### config.mk
export PLATFORM = sky130hd
export DESIGN_NAME = pipe_hazard_ctrl
export DESIGN_NICKNAME = d
export VERILOG_FILES = /design/src/rtl/pipe_hazard_ctrl.sv
export SDC_FILE = /design/constraint.sdc
export NUM_CORES = 1
export LEC_CHECK = 0
export BUFFER_PORTS_ARGS = -buffer_cell sky130_fd_sc_hd__buf_2
export CAP_MARGIN = 20
export CORE_UTILIZATION = 57
export CTS_CLUSTER_SIZE = 28
export DETAILED_ROUTE_END_ITERATION = 10
export GPL_TIMING_DRIVEN = 0
export PLACE_DENSITY = 0.94
export SETUP_SLACK_MARGIN = 0.1
export SYNTH_ARGS = -nofsm -noshare
export SYNTH_HDL_FRONTEND = slang
export SYNTH_SLANG_ARGS = --single-unit
### constraint.sdc
create_clock -name clk -period 6.5 [get_ports clk]
set_input_delay 1.3 -clock clk [delete_from_list [all_inputs] [get_ports clk]]
set_output_delay 1.3 -clock clk [all_outputs]
set_load 0.02 [all_outputs]
### src/rtl/pipe_hazard_ctrl.sv
// Hazard/sequencing controller for the 5-stage pipeline: register hold/flush,
// PC enable, EX forwarding selects, data-memory wait FSM and perf counters.
module pipe_hazard_ctrl #(
  parameter int MEM_TIMEOUT = 255,
  parameter int CNT_W       = 32
) (
  input  logic             clk,
  input  logic             reset,
  input  logic [4:0]       ID_rs,
  input  logic [4:0]       ID_rt,
  input  logic             ID_uses_rs,
  input  logic             ID_uses_rt,
  input  logic             ID_redirect,
  input  logic [4:0]       EX_rs,
  input  logic [4:0]       EX_rt,
  input  logic             EX_MemRead,
  input  logic [4:0]       EX_write_reg,
  input  logic             MEM_RegWr,
  input  logic [4:0]       MEM_write_reg,
  input  logic [1:0]       MEM_MemtoReg,
  input  logic             MEM_access,
  input  logic             WB_RegWr,
  input  logic [4:0]       WB_write_reg,
  input  logic             dmem_ready,
  output logic             dmem_req,
  output logic             pc_we,
  output logic             pc_redirect_en,
  output logic             IF_ID_hold,
  output logic             IF_ID_flush,
  output logic             ID_EX_hold,
  output logic             ID_EX_flush,
  output logic             EX_MEM_hold,
  output logic             MEM_WB_flush,
  output logic [1:0]       fwd_a,
  output logic [1:0]       fwd_b,
  output logic [CNT_W-1:0] stall_cnt,
  output logic [CNT_W-1:0] flush_cnt,
  output logic             err_timeout
);

  typedef enum logic {RUN = 1'b0, WAIT = 1'b1} state_t;

  localparam logic [15:0] TMO = 16'(MEM_TIMEOUT);

  state_t      state, state_nxt;
  logic [15:0] wait_cnt, wait_cnt_nxt;
  logic        freeze, lu, set_err;

  // Reset forces the RUN view so combinational outputs are sane before the edge.
  always_comb begin
    state_nxt    = state;
    wait_cnt_nxt = wait_cnt;
    freeze       = 1'b0;
    dmem_req     = 1'b0;
    set_err      = 1'b0;
    if (reset || state == RUN) begin
      if (MEM_access) begin
        dmem_req     = 1'b1;
        freeze       = 1'b1;
        state_nxt    = WAIT;
        wait_cnt_nxt = 16'd0;
      end
    end else if (dmem_ready) begin
      state_nxt    = RUN;
      wait_cnt_nxt = 16'd0;
    end else begin
      freeze = 1'b1;
      // counter parks at the timeout value so it can never wrap
      if (wait_cnt != TMO) wait_cnt_nxt = wait_cnt + 16'd1;
      set_err = (wait_cnt >= TMO - 16'd1);
    end
  end

  always_ff @(posedge clk) begin
    if (reset) begin
      state       <= RUN;
      wait_cnt    <= 16'd0;
      err_timeout <= 1'b0;
    end else begin
      state    <= state_nxt;
      wait_cnt <= wait_cnt_nxt;
      if (set_err) err_timeout <= 1'b1;
    end
  end

  assign lu = EX_MemRead && (EX_write_reg != 5'd0) &&
              ((ID_uses_rs && EX_write_reg == ID_rs) ||
               (ID_uses_rt && EX_write_reg == ID_rt));

  always_comb begin
    pc_we          = 1'b1;
    pc_redirect_en = 1'b0;
    IF_ID_hold     = 1'b0;
    IF_ID_flush    = 1'b0;
    ID_EX_hold     = 1'b0;
    ID_EX_flush    = 1'b0;
    EX_MEM_hold    = 1'b0;
    MEM_WB_flush   = 1'b0;
    if (freeze) begin
      pc_we        = 1'b0;
      IF_ID_hold   = 1'b1;
      ID_EX_hold   = 1'b1;
      EX_MEM_hold  = 1'b1;
      MEM_WB_flush = 1'b1;
    end else if (lu) begin
      pc_we       = 1'b0;
      IF_ID_hold  = 1'b1;
      ID_EX_flush = 1'b1;
    end else if (ID_redirect) begin
      pc_redirect_en = 1'b1;
      IF_ID_flush    = 1'b1;
    end
  end

  function automatic logic [1:0] fwd_sel(
    input logic [4:0] r,
    input logic       mem_wr,
    input logic [4:0] mem_reg,
    input logic [1:0] mem_mtr,
    input logic       wb_wr,
    input logic [4:0] wb_reg
  );
    if (r == 5'd0)                 return 2'b00;
    if (mem_wr && mem_reg == r)    return (mem_mtr == 2'b10) ? 2'b11 : 2'b10;
    if (wb_wr && wb_reg == r)      return 2'b01;
    return 2'b00;
  endfunction

  assign fwd_a = fwd_sel(EX_rs, MEM_RegWr, MEM_write_reg, MEM_MemtoReg, WB_RegWr, WB_write_reg);
  assign fwd_b = fwd_sel(EX_rt, MEM_RegWr, MEM_write_reg, MEM_MemtoReg, WB_RegWr, WB_write_reg);

  always_ff @(posedge clk) begin
    if (reset) begin
      stall_cnt <= '0;
      flush_cnt <= '0;
    end else begin
      if ((freeze || lu) && stall_cnt != '1) stall_cnt <= stall_cnt + CNT_W'(1);
      if (pc_redirect_en && flush_cnt != '1) flush_cnt <= flush_cnt + CNT_W'(1);
    end
  end

endmodule

[Word level (Yosys, flattened, before mapping)]
Cells that the tools add are included.
Cells by class
  $add $sub $neg: 3
  $mul: 0
  divide/modulo/power cells: 0
  magnitude comparators: 1
  equal/unequal tests: 11
  shift operators: 0
  multiplexer cells: 47
  bitwise logic cells: 1
  reduce and logical (&&, ||, !) cells: 20
Operator list (count)
  $add 32x1->32 const B: 2
  $mux 16: 4
  $ne 32x32->1 const B: 2
  $mux 1: 31
  $eq 5x5->1: 6
  $mux 2: 12
  $add 16x1->16 const B: 1
  $ge 16x8->1 const B: 1
  $ne 16x8->1 const B: 1
  $logic_and 1x1->1: 10
  $logic_not 5->1: 2
  $reduce_bool 5->1: 1
  $reduce_and 2->1: 2
  $logic_or 1x1->1: 3
  $reduce_bool 3->1: 1
  $eq 2x2->1 const B: 1
  $ne 2x2->1 const B: 1
  $reduce_bool 2->1: 1
  $not 1->1: 1
Storage, ports and cells
  bits in registers: 82
  latch bits: 0
  bits in writable memories: 0
  ROM bits: 0
  output and inout bits: 78
  logic and storage cells: 88
  memories kept: 0

[Depth between registers and ports, before layout]
Gate-level depths: netlist (run 1).
  depth in word-level cells: 9
  depth in mapped cells: 9
  depth with buffers taken out: 8

[Worst setup path after synthesis (run 1)]
No wires, ideal clock.
  kind: input -> output
  start point: input reset
  end point: output pc_redirect_en
  arrival time: 3.076 ns
  data required time: 5.200 ns
  slack: 2.124 ns
  stages on the path: 7
  path buffers: 2
  cell sequence: nand2b_1 mux2i_1 nor2_1 o21ai_2 clkbuf_1 inv_1 buf_4
Between the ends
  cells in the longest elaborated chain, start to end: 3
Ends and longest elaborated chain
  start, declared: line 8  | input logic reset,
  $logic_or 1x1->1: line 56  | if (reset || state == RUN) begin
  $mux 1: line 56
  $mux 1
  end, declared: line 27  | output logic pc_redirect_en,
No other way between the ends.

[Final worst setup path (run 1)]
  start point: input reset
  end point: output pc_redirect_en
Between the ends
  cells in the longest elaborated chain, start to end: 3
Ends and longest elaborated chain
  $logic_or 1x1->1: line 56
  $mux 1: line 56
  $mux 1: line 99  | if (freeze) begin
No other way between the ends.

==> impl_results.md, run 1 <==
- Top-level I/O count: 125
- Row count: 31
- Ys async rst share: 0%
- Number of synthesis warnings: 0
- Global Route Usage Sum: 30.0%
- CP bufs+invs: 5
- Number of global-route vias before repair: 4,411
- Cell area after synthesis: 4480 µm²
- Die area: 8220 µm²
- Hold Crit Class: register to register
- CTS Root Cell: clkbuf_8
- CP dominant cell by count: buf_2
- Layout cells sized above 1: 21.3%
- Drt pass-1 iters: 6
- Setup WS pre-CTS: 1880 ps
- CTS tree: built
- DR iter-0 viols: 348
- Post-CTS Setup Bufs: 0
- Relative max-transition margin: 49.7%
- Pin count of the biggest net entering global routing: 13
- CTS H-tree lvls: 3
- # DRC: 0
- Final period util: 71.6%
- CP max FO: 10
- Core ar.: 7410 µm²
- Final global-route overflow total: 0
- Flops & latches, synth: 82
- F_max: 215 MHz
- CTS buffer count: 9
- Tmin final: 4650 ps
- Crit start category: primary input
- Post-synth EDFFs: 0
- Fin area: 5400 µm²
- Max incr delay on CP: 670 ps
- Area post-placement: 5230 µm²
- Initial antenna violation count: 0
- Status: finished, final reports clean
- Net Count, Synth: 617
- WL/cell: 15.1 µm
- Worst-path clk slew: 80 ps
- Cts hold-fix bufs: 0
- DP Cell Count: 789
- First-pass GRT wire length: 20.2 mm
- Area leader, netlist: dfxtp_1
- Synth unique cells: 43
- Routed via count: 4,714
- Die span in y: 90.7 µm
- Fin Hold WS: 491 ps
- Finished Layout Cells: 803
- Setup WS post-layout: 1850 ps
- WL final: 12.1 mm
- Fin nets: 752
- Cell Pwr Density: 175 nW/µm²
- WS Path Type: primary input to output pin
- # Max-Cap Violations: 0
- Cells along the critical path: buf_2, nand2b_1, mux2i_1, nor2_1, o21ai_2, clkbuf_1, inv_1, buf_4, buf_2
- Die width: 90.7 µm
- Max Slew Vio Count: 0
- CP delay by family, top: buffers and inverters
- Synth area leaders: dfxtp_1 (37%), xnor2_1 (11%), nor2_1 (7.1%)
- Placer congestion estimate: 0.858
- HPWL after detailed placement: 8.90 mm
- Setup TNS: 0 ps
- P_leak: 2.09 nW
- Critical Path AT: 3350 ps
- Top-area cell type share of the netlist area: 36.6%
- P&R area growth vs syn: 20.4%
- Final Setup Violations: 0
- Worst VDD drop: 144 µV
- Slew @ Worst Pin: 733 ps
- CP Capture Type: output pin
- Port buffer count: 124
- Post-layout util: 72.8%
- Hold Vio Cnt, Final: 0
- CTS resizes: 0
- Drt via density: 5.87
- Synth Instances: 566
- Synth Flop Type: dfxtp_1
- Clock skew: 9.48 ps
- Design Power: 0.945 mW
- N_diodes: 0
- RSZ-0062 raised after global routing: no
- Critical Path RT: 5200 ps
- Initial Util: 60.5%
- Clk sinks: 82
- Slowest CP cell: mux2i_1
- Post-DRT Antenna Nets: 0
- Syn avg cell area: 7.92 µm²
- Post-synthesis sequential area ratio: 36.6%
- Clock Tree Buf Depth: 2
- Clock latency on the worst-skew pair: 360 ps
[synth_stat cells (3+ instances only)]
cell,instances
nor2_1,85
dfxtp_1,82
xnor2_1,57
nand2_1,42
nand3_1,33
nor3_1,30
xor2_1,29
a21oi_1,27
nor4_1,24
nand4_1,21
clkbuf_1,19
and3_1,11
o21ai_0,11
or3_1,11
and4_1,9
inv_1,9
or4_1,9
and2_1,5
o21ai_1,5
o31ai_1,5
ha_1,4
mux2i_1,4
nand2b_1,4
buf_4,3
nor2b_1,3
nor3b_1,3
[path summary, 6_finish.rpt]
kind | startpoint | end | slack, ps | cells past startpoint
setup / recovery | reset | pc_redirect_en | 1850 | 9
setup reg to reg | flush_cnt[3] | flush_cnt[12] | 3890 | 9
hold reg to reg | err_timeout | err_timeout | 490 | 2
hold / removal | err_timeout | err_timeout | 490 | 2
[cells in the final DEF, fill, tap and decap left out, types with 2 or more instances in the layout]
cell type / count
buf_2: 126
nor2_1: 85
dfxtp_1: 82
xnor2_1: 57
nand2_1: 42
nand3_1: 33
nor3_1: 30
xor2_1: 29
a21oi_1: 27
nor4_1: 24
nand4_1: 21
clkbuf_1: 20
and3_1: 11
o21ai_0: 11
or3_1: 11
clkbuf_8: 11
or4_1: 9
inv_1: 9
and4_1: 9
and2_1: 5
o31ai_1: 5
o21ai_1: 5
mux2i_1: 4
nand2b_1: 4
ha_1: 4
nor2b_1: 3
nor3b_1: 3
buf_4: 3
or2_2: 2
buf_1: 2
nor4b_1: 2
[routing by layer]
layer / part of all wire, % / wire length [µm] / global-route usage (%)
met4: 2.4 / 288 / 13.3
met5: 0 / 0 / 0
met2: 50 / 6080 / 51.1
met3: 6.2 / 753 / 6.73
met1: 41 / 5010 / 35.8
[kinds of logic after synthesis]
logic type	share of synthesized area (%)
DFF	36.6
xor gates and xnor gates	16.8
muxes	1.14
buffers and inverters	3.32
and+or+nand+nor	33.4
adders and majority gates	1.12
AOI/OAI and AO/OA	7.62
[area by class of cell]
| type | instances | area [µm²] |
|---|---|---|
| flip-flops and latches | 82 | 1640 |
| clock buffers | 12 | 155 |
| repair buffers | 124 | 621 |
| multi-input cells | 448 | 2690 |
| plain buffers | 26 | 111 |
| well taps | 99 | 124 |
| fillers | 570 | 2010 |
| clock inverters | 2 | 13.8 |
| inverters | 10 | 37.5 |
[where the power goes]
group	switching [mW]	internal, mW	leakage, nW
registers	0.00409	0.505	0.661
clock network	0.179	0.156	0.0883
logic	0.0626	0.0383	1.34
total	0.246	0.699	2.09
[flip-flops by register name, summed over array words and instances, names as in the netlist]
name	count
err_timeout	1
state	1
wait_cnt	16
stall_cnt	32
flush_cnt	32
[worst register-to-register path, cell delays in order, from the launching register on]
cell and delay, ps:
dfxtp_1 440, and4_1 270, and4_1 210, nand4_1 120, nor4_1 540, or3_1 200, buf_2 190, buf_2 280
xnor2_1 170, nor2_1 50
(Power assumes the default switching activity.)
==> run 2: changes to the inputs <==
- CORE_UTILIZATION: 57 -> 53
- PLACE_DENSITY: 0.94 -> 0.89
- clock period: 6.5 -> 4.5 ns (I/O delays scaled with it)
==> run 2 against run 1 <==
Flip-flop and latch count unchanged; sequential power is 44% higher; cell area rose by 0.90%; critical path type unchanged; largest cell class unchanged.
==> impl_results.md, run 2 (synthesis gave the netlist of run 1 again) <==
- Port buffer count: 124 (unchanged)
- Fin area: 5450 µm² (+0.90%)
- Most frequent cells in the layout: buf_2 (126), nor2_1 (85), dfxtp_1 (82)
- Max Slew Vio Count: 0 (unchanged)
- Area taken by multi-input logic gates: 2690 µm² (unchanged)
- Slew @ Worst Pin: 813 ps (+79.7 ps)
- Cell Pwr Density: 266 nW/µm² (+52%)
- P_leak: 2.11 nW (+0.73%)
- Clock latency on the worst-skew pair: 370 ps (about the same)
- Slowest CP cell: mux2i_1
- CP Capture Type: output pin
- Critical Path AT: 2990 ps (-360 ps)
- Switch share: 26.6% (+0.63 points)
- Row count: 33 (+6.5%)
- N_diodes: 0 (unchanged)
- WS Path Type: primary input to output pin
- Status: finished, final reports clean
- HP Start: err_timeout
- CTS Root Cell: clkbuf_8
- Placer congestion estimate: 0.894 (+4.2%)
- CP dominant cell by count: buf_2
- CTS resizes: 0 (unchanged)
- Setup WS pre-CTS: 601 ps (-1280 ps)
- P&R area growth vs syn: 21.5%
- Top-level I/O count: 125 (unchanged)
- Crit start category: primary input
- Combinational share of power: 10.0% (-0.7 points)
- DR iter-0 viols: 229 (-34%)
- CP bufs+invs: 5 (unchanged)
- HPWL after detailed placement: 8.88 mm (-0.24%)
- Final period util: 86.4%
- Initial Util: 54.6% (-6.0 points)
- CP max FO: 10 (unchanged)
- Global Route Usage Sum: 27.7% (-2.2 points)
- CTS H-tree lvls: 3 (unchanged)
- Post-CTS Setup Bufs: 0 (unchanged)
- Flop pwr share: 50.7% (-3.2 points)
- Storage cell area: 1640 µm² (unchanged)
- Finished Layout Cells: 811 (+1.0%)
- Area post-placement: 5240 µm² (+0.14%)
- # Max-Cap Violations: 0 (unchanged)
- Hold Vio Cnt, Final: 0 (unchanged)
- Worst VDD drop: 211 µV (+47%)
- Drt pass-1 iters: 5 (-1)
- Post-DRT Antenna Nets: 0 (unchanged)
- Fin nets: 752 (unchanged)
- Die width: 94.0 µm (+3.6%)
- Number of global-route vias before repair: 4,368 (-0.97%)
- Setup TNS: 0 ps (unchanged)
- Fill count: 706 (+24%)
- CP delay by family, top: buffers and inverters
- Regs by FF count: flush_cnt: 32 flops, stall_cnt: 32 flops, wait_cnt: 16 flops
- Initial antenna violation count: 0 (unchanged)
- Drt via density: 5.77 (-1.8%)
- Relative max-transition margin: 44.2% (-5.5 points)
- Layout cells sized above 1: 21.7% (+0.36 points)
- Worst r2r src: flush_cnt[2]
- Pin count of the biggest net entering global routing: 16 (+3)
- Setup slack, reg-to-reg: 1880 ps (-2010 ps)
- Routed via count: 4,677 (-0.78%)
- CTS buffer count: 9 (unchanged)
- Power share of the clock group: 39.3% (+3.8 points)
- Sw Pwr: 0.386 mW (+57%)
- Final global-route overflow total: 0 (unchanged)
- Hold Crit Class: register to register
- Worst Hold Depth: 2 (unchanged)
- Clk sinks: 82 (unchanged)
- Max incr delay on CP: 710 ps (+40 ps)
- CTS tree: built
- First-pass GRT wire length: 19.5 mm (-3.3%)
- # DRC: 0 (unchanged)
- Cts hold-fix bufs: 0 (unchanged)
- Tmin final: 3890 ps
- Clock Tree Buf Depth: 2 (unchanged)
- Worst reg2reg path depth: 9 (unchanged)
- Die span in y: 94.0 µm (+3.6%)
- RSZ-0062 raised after global routing: no
- Clock skew: 22.7 ps (+13.2 ps)
- DP Cell Count: 795 (+0.76%)
- Reg2reg end: flush_cnt[24]
- Worst-path clk slew: 80 ps (about the same)
- Post-layout util: 66.3% (-6.6 points)
- Setup WS post-layout: 611 ps (-1240 ps)
- F_max: 257 MHz
- Core ar.: 8220 µm² (+11%)
- Die area: 8830 µm² (+7.4%)
- Most common cell after layout, fill and taps aside: buf_2
- WL/cell: 14.8 µm (-1.9%)
- Critical Path RT: 3600 ps (-1600 ps)
- Final Setup Violations: 0 (unchanged)
- Cells along the critical path: buf_2, nand2b_1, mux2i_1, nor2_1, o21ai_2, clkbuf_1, inv_1, buf_4, buf_2
- WL final: 12.0 mm (-0.96%)
- Int Pwr: 1.06 mW (+52%)
- Hold endpoint: err_timeout
[run 2: per-layer routing]
| metal | share of wire [%] | track usage, % | vias up | routed length (µm) |
|---|---|---|---|---|
| li1 | - | - | 2259 | - |
| met1 | 42 | 32.6 | 2222 | 5000 |
| met2 | 50 | 47.7 | 175 | 6040 |
| met3 | 6.5 | 7.36 | 21 | 782 |
| met4 | 1.6 | 11.0 | 0 | 192 |
| met5 | 0 | 0 | - | 0 |
[run 2: how the worst max path moves through the flow]
| stage | cells past startpoint | slack (ps) | startpoint | to |
|---|---|---|---|---|
| CTS | 9 | 610 | reset | pc_redirect_en |
| detailed placement | 9 | 600 | reset | pc_redirect_en |
| global placement | 9 | 660 | reset | pc_redirect_en |
| floorplan | 7 | 920 | reset | pc_redirect_en |
| finish | 9 | 610 | reset | pc_redirect_en |
| global route | 9 | 470 | reset | pc_redirect_en |
[run 2: stage by stage]
stage | hold slack (ps) | power, mW
after floorplan | 476 | 0.835
after global placement | 460 | 0.889
after detailed placement | 481 | 0.895
after CTS | 500 | 1.45
after global routing | 537 | 1.49
final | 492 | 1.45
[run 2: layout make-up]
type	instances	share of cell area (%)
multi-input combinational	448	49.4
sequential	82	30.1
buffer	26	2.05
timing repair buffer	124	11.4
inverter	10	0.689
clock inverter	6	1.33
clock buffer	10	2.53
tap	105	2.41
[run 2: power by group through the flow]
stage | clock network [mW] | registers, mW | logic [mW]
final | 0.569 | 0.735 | 0.144
after global placement | 0 | 0.752 | 0.137
after global routing | 0.600 | 0.736 | 0.156
after CTS | 0.570 | 0.735 | 0.143
after floorplan | 0 | 0.756 | 0.0787
after detailed placement | 0 | 0.752 | 0.142
[run 2: worst min-delay path, cell delays in order (launching register included)]
cell,delay [ps]
dfxtp_1,340
nor2_1,50
nor2_1,70
